File: src/rtl/core_ifetch.sv
// Single-outstanding instruction fetch: requests the PC word, buffers the response
// and hands it to decode on valid/ready; a flush discards anything in flight or held.
module core_ifetch #(
  parameter int WORD_ADDR_WIDTH = 30
) (
  input  logic                       clk_i,
  input  logic                       rst_ni,
  input  logic [WORD_ADDR_WIDTH-1:0] pc_waddr_i,
  input  logic                       flush_i,
  output logic                       pc_incr_o,
  output logic                       imem_req_o,
  output logic [WORD_ADDR_WIDTH-1:0] imem_waddr_o,
  input  logic                       imem_gnt_i,
  input  logic                       imem_rvalid_i,
  input  logic [31:0]                imem_rdata_i,
  output logic                       instr_valid_o,
  input  logic                       instr_ready_i,
  output logic [31:0]                instr_o,
  output logic [WORD_ADDR_WIDTH-1:0] instr_waddr_o
);

  localparam logic [1:0] IDLE = 2'd0;
  localparam logic [1:0] REQ  = 2'd1;
  localparam logic [1:0] WAIT = 2'd2;
  localparam logic [1:0] HOLD = 2'd3;

  logic [1:0]                 state_q;
  logic [WORD_ADDR_WIDTH-1:0] addr_q;
  logic [31:0]                instr_q;
  logic                       discard_q;

  // Request address tracks the PC live, so a redirect without grant re-targets it.
  assign imem_req_o    = (state_q == REQ);
  assign imem_waddr_o  = pc_waddr_i;
  assign instr_valid_o = (state_q == HOLD);
  assign instr_o       = instr_q;
  assign instr_waddr_o = addr_q;
  assign pc_incr_o     = instr_valid_o & instr_ready_i & ~flush_i;

  always_ff @(posedge clk_i or negedge rst_ni) begin
    if (!rst_ni) begin
      state_q   <= IDLE;
      addr_q    <= '0;
      instr_q   <= '0;
      discard_q <= 1'b0;
    end else begin
      case (state_q)
        IDLE: state_q <= REQ;
        REQ: begin
          if (imem_gnt_i) begin
            addr_q    <= pc_waddr_i;
            discard_q <= flush_i;
            state_q   <= WAIT;
          end
        end
        WAIT: begin
          if (imem_rvalid_i) begin
            if (discard_q | flush_i) begin
              discard_q <= 1'b0;
              state_q   <= REQ;
            end else begin
              instr_q <= imem_rdata_i;
              state_q <= HOLD;
            end
          end else if (flush_i) begin
            discard_q <= 1'b1;
          end
        end
        HOLD: begin
          if (instr_ready_i | flush_i) state_q <= REQ;
        end
        default: state_q <= IDLE;
      endcase
    end
  end

`ifndef SYNTHESIS
  // A response with nothing outstanding is a bus protocol violation.
  rvalid_only_in_wait: assert property (@(posedge clk_i) disable iff (!rst_ni)
    imem_rvalid_i |-> (state_q == WAIT));
`endif

endmodule
File: config.mk
export PLATFORM = sky130hd
export DESIGN_NAME = core_ifetch
export DESIGN_NICKNAME = d
export VERILOG_FILES = /design/src/rtl/core_ifetch.sv
export SDC_FILE = /design/constraint.sdc
export NUM_CORES = 1
export LEC_CHECK = 0
export CORE_MARGIN = 4
export CORE_UTILIZATION = 41
export DETAILED_ROUTE_END_ITERATION = 8
export PLACE_DENSITY = 0.82
export REMOVE_ABC_BUFFERS = 1
export SYNTH_ARGS = -nofsm -noshare
export SYNTH_HDL_FRONTEND = slang
export SYNTH_SLANG_ARGS = --single-unit
export TNS_END_PERCENT = 5
File: constraint.sdc
create_clock -name clk_i -period 2.6 [get_ports clk_i]
set_input_delay 0.26 -clock clk_i [delete_from_list [all_inputs] [get_ports clk_i]]
set_output_delay 0.26 -clock clk_i [all_outputs]
set_load 0.005 [all_outputs]
## Word level (Yosys, flattened, before mapping)

Index checks and enable logic that the tools add are counted.

- Register bits after elaboration: 65
- Input port bits: 68
- Output and inout bits: 95
- Word-level logic and storage cells: 34

- Equal/unequal tests: 8
- Muxes and demuxes: 10
- Bitwise operators: 6
- Reductions and logical operators: 6

Operator list:

| kind | number |
|---|---|
| $mux 2 | 4 |
| $pmux 2 s4 | 1 |
| $ne 3x3->1 const B | 2 |
| $reduce_and 3->1 | 2 |
| $eq 2x2->1 const B | 2 |
| $mux 1 | 4 |
| $ne 2x1->1 const B | 2 |
| $reduce_and 4->1 | 1 |
| $and 1x1->1 | 2 |
| $eq 2x1->1 const B | 1 |
| $logic_not 2->1 | 1 |
| $ne 2x2->1 const B | 1 |
| $not 1->1 | 2 |
| $or 1x1->1 | 2 |
| $pmux 1 s2 | 1 |
| $reduce_and 2->1 | 1 |
| $reduce_bool 2->1 | 1 |

## Depth between registers and ports, before layout

- Depth after elaboration: 4
- Depth in mapped cells: 6
- Gate-level depth less buffers: 5

## Worst setup path before layout

No wires, ideal clock.

- Kind: flip-flop to flip-flop
- Start point: reg state_q[0]
- End point: reg instr_q[0], in the netlist instr_o[0]
- Library setup time: 0.125 ns
- Arrival time: 1.469 ns
- Required time: 2.475 ns
- Path slack: 1.006 ns
- Stages on the path, launching flop included: 7
- Buffers on the path: 1
- Clock period less this slack: 1.594 ns
- Cell sequence: dfrtp_1 > inv_1 > ha_1 > nand2_1 > nor3_4 > buf_6 > mux2_2

- Longest elaborated chain between the ends: 2

RTL lines:

| what | RTL line | source |
|---|---|---|
| from (decl) | 27 | `logic [1:0] state_q;` |
| from (signal assigned) | 42 | `state_q <= IDLE;` |
| from (signal assigned) | 48 | `IDLE: state_q <= REQ;` |
| from (signal assigned) | 53 | `state_q <= WAIT;` |
| $eq 2x2->1 | 47 | `case (state_q)` |
| $reduce_and 3->1 (no source line) | n/a |  |
| to (signal assigned) | 62 | `instr_q <= imem_rdata_i;` |
| to (decl) | 29 | `logic [31:0] instr_q;` |

No other way between the ends.
A chain may end at the register's enable or synchronous reset.

## Worst setup path in the final report

- Start point: reg state_q[1]
- End point: out imem_req_o

- Longest elaborated chain between the ends: 1

RTL lines:

| what | RTL line | source |
|---|---|---|
| $eq 2x1->1 | 33 | `assign imem_req_o = (state_q == REQ);` |
| to (decl) | 11 | `output logic imem_req_o,` |

No other way between the ends.

==> metrics.md <==
| Metric | Value |
|---|---|
| Status | `finished clean` |
| Postcts setup bufs | `0` |
| Largest family of logic cells by synthesized area | `multiplexers` |
| Most common cell in the netlist | `dfrtp_1` |
| Post-synth top cells | `dfrtp_1, mux2_2, buf_4` |
| Average size of a mapped cell | `15.0 sq um` |
| Ports | `163` |
| Global-route wire length before repair | `11200 um` |
| Flop pwr share | `37.4%` |
| Sequential area share after synthesis | `58.2%` |
| CTS resizes | `0` |
| Yosys top cell area share | `58.2%` |
| Simple-Gate Fraction of Synth Area | `1.70%` |
| Final Instance Area | `4470 sq um` |
| Port Buffer Count | `162` |
| Fraction of layout cells with a size suffix above 1 | `25.1%` |
| Mux share of post-synthesis cell area | `26.1%` |
| DP Area | `4250 sq um` |
| Hold Violations, Final | `0` |
| Initial antenna violation count | `0` |
| Clk_lat worst skew | `0.33 ns` |
| Total global routing overflow | `0` |
| Setup Crit Path Kind | `reg2out` |
| Worst-path clk slew | `0.08 ns` |
| # H-tree levels | `3` |
| # fillers | `493` |
| GRT Total Usage | `17.0%` |
| Via-per-instance ratio | `4.78` |
| Post-synthesis cell type count | `17` |
| Chip Width | `90.5 um` |
| Residual DRC | `0` |
| Post-route ant nets | `0` |
| Worst Reg-to-Reg Cells | `6` |
| RSZ-0062 raised after global routing | `false` |
| Die height | `90.5 um` |
| Inserted Diodes | `0` |
| CTS root buf | `clkbuf_8` |
| Pre-antenna DRT Iters | `4` |
| RePlAce Congestion | `0.743` |
| Initial Util | `43.0%` |
| Arrival time of the worst setup path | `1.66 ns` |
| CTS Buf Count | `9` |
| DPL Wire Length | `5230 um` |
| Yosys top cell by area | `dfrtp_1` |
| Setup TNS | `0 ns` |
| Cell count after synthesis | `186` |
| Crit-path max FO | `5` |
| Power share of the clock group | `19.5%` |
| Setup-failing EPs final | `0` |
| Fmax | `521 MHz` |
| Critical Path RT | `2.34 ns` |
| Slew HR | `46.1%` |
| Pins Over Slew Limit | `0` |
| Worst vdd ir | `0.590 mV` |
| Internal power | `3.52 mW` |
| Synth Cell Area | `2790 sq um` |
| Max clock buf depth | `2` |
| Leakage | `1.92 nW` |
| Async S/R FF share, synth | `100%` |
| Period utilisation layout | `73.9%` |
| Xor/xnor share of the synthesized area | `0%` |
| Area growth syn-to-layout | `60.2%` |
| Post-synth EDFFs | `0` |
| Switching part of the total | `26.6%` |
| Startpoint types | `flip-flop` |
| Routed len/inst | `16.8 um` |
| Final Power | `4.79 mW` |
| PwrDens | `1070 nW/um^2` |
| Vias in the first global route | `2203` |
| Sink Count | `65` |
| Slew @ Worst Pin | `0.808 ns` |
| Ys flop type | `dfrtp_1` |
| Starting DRT DRC Count | `41` |
| HP Class | `in2async` |
| Nets | `399` |
| DRT Wirelength | `6850 um` |
| Synth top area cells | `dfrtp_1, mux2_2, buf_4, ha_1, buf_6` |
| Yosys reg bits | `65` |
| Fin crit period | `1.92 ns` |
| Core area | `6490 sq um` |
| Switching Power | `1.27 mW` |
| Synth Area in Adders | `2.24%` |
| Share of total power in combinational logic | `43.1%` |
| Max-cap viol count | `0` |
| Hold_buf cts | `0` |
| CP Capture Type | `primary output` |
| Compound-Gate Fraction of Synth Area | `1.34%` |
| Setup Skew | `0.0118 ns` |
| CTS tree | `built` |
| Full die area | `8200 sq um` |
| DR vias | `1951` |
| Largest net degree at the start of global routing | `66` |
| YS warnings | `0` |
| Rows | `29` |
placed cells by master, fill, tap and decap left out, drive strengths merged, types with 2 or more instances in the layout:
cell	count
clkdlybuf4s50	161
dfrtp	65
mux2	63
clkbuf	9
ha	5
inv	4
buf	4
clkinv	4
nand2	2
nor3b	2
mux2i	2
a21oi	2
bufinv	2
cells by family after synthesis:
logic type / count (synthesis)
compound gates: 5
buf+inv: 40
flops: 65
simple gates: 6
fa+ha+maj: 5
mux: 65
state kept, by name (all words and copies together) (netlist names):
| name | cells |
|---|---|
| instr_waddr_o | 30 |
| state_q | 2 |
| discard_q | 1 |
| instr_o | 32 |
power groups by stage:
stage          sequential, mW  clock [mW]  combinational, mW
2_1_floorplan            1.84           0              0.671
5_1_grt                  1.87        1.00               2.21
3_3_place_gp             1.79           0               2.05
4_1_cts                  1.80       0.959               2.11
6_report                 1.79       0.933               2.06
3_5_place_dp             1.81           0               2.10
stage by stage:
stage / worst slack (ns) / hold slack, ns / instances / util (%)
4_1_cts: 0.664 / 0.145 / 408 / 68.9
3_3_place_gp: 0.733 / 0.470 / 392 / 65.5
6_report: 0.680 / 0.113 / 408 / 68.9
3_5_place_dp: 0.671 / 0.481 / 392 / 65.5
5_1_grt: 0.614 / 0.209 / 408 / 68.9
2_1_floorplan: 0.529 / -0.0356 / 150 / -
area by class of cell:
cell class	instances	area, sq um	share of cell area (%)
Clock inverter	7	95.1	2.13
Inverter	4	15.0	0.336
Clock buffer	9	124	2.77
Multi-Input combinational cell	81	877	19.6
Timing Repair Buffer	165	1640	36.6
Sequential cell	65	1630	36.4
Tap cell	77	96.3	2.15
metal layers:
| metal | global-route usage, % | wire, um | vias up | part of all wire (%) |
|---|---|---|---|---|
| li1 | - | - | 896 | - |
| met1 | 18.8 | 2510 | 968 | 37 |
| met2 | 31.1 | 3830 | 75 | 56 |
| met3 | 4.50 | 387 | 12 | 5.7 |
| met4 | 6.38 | 123 | 0 | 1.8 |
| met5 | 0 | 0 | - | 0 |
critical path, stage by stage (launching register included):
cell             delay (ns)
dfrtp_1                0.42
inv_1                  0.11
ha_1                   0.28
clkdlybuf4s50_1        0.54
worst paths after layout:
check / from / endpoint / slack (ns)
setup / recovery: state_q[1]$_DFFE_PN0P_ / imem_req_o / 0.68
hold / removal: rst_ni / instr_o[21]$_DFFE_PN0P_ / 0.11
setup reg to reg: state_q[0]$_DFFE_PN0P_ / instr_o[13]$_DFFE_PN0P_ / 0.74
hold reg to reg: instr_o[2]$_DFFE_PN0P_ / instr_o[2]$_DFFE_PN0P_ / 0.49
max in group asynchronous: rst_ni / instr_waddr_o[11]$_DFFE_PN0P_ / 1.95
min in group clk_i: instr_o[2]$_DFFE_PN0P_ / instr_o[2]$_DFFE_PN0P_ / 0.49
Power figures use the tool's default switching activity.
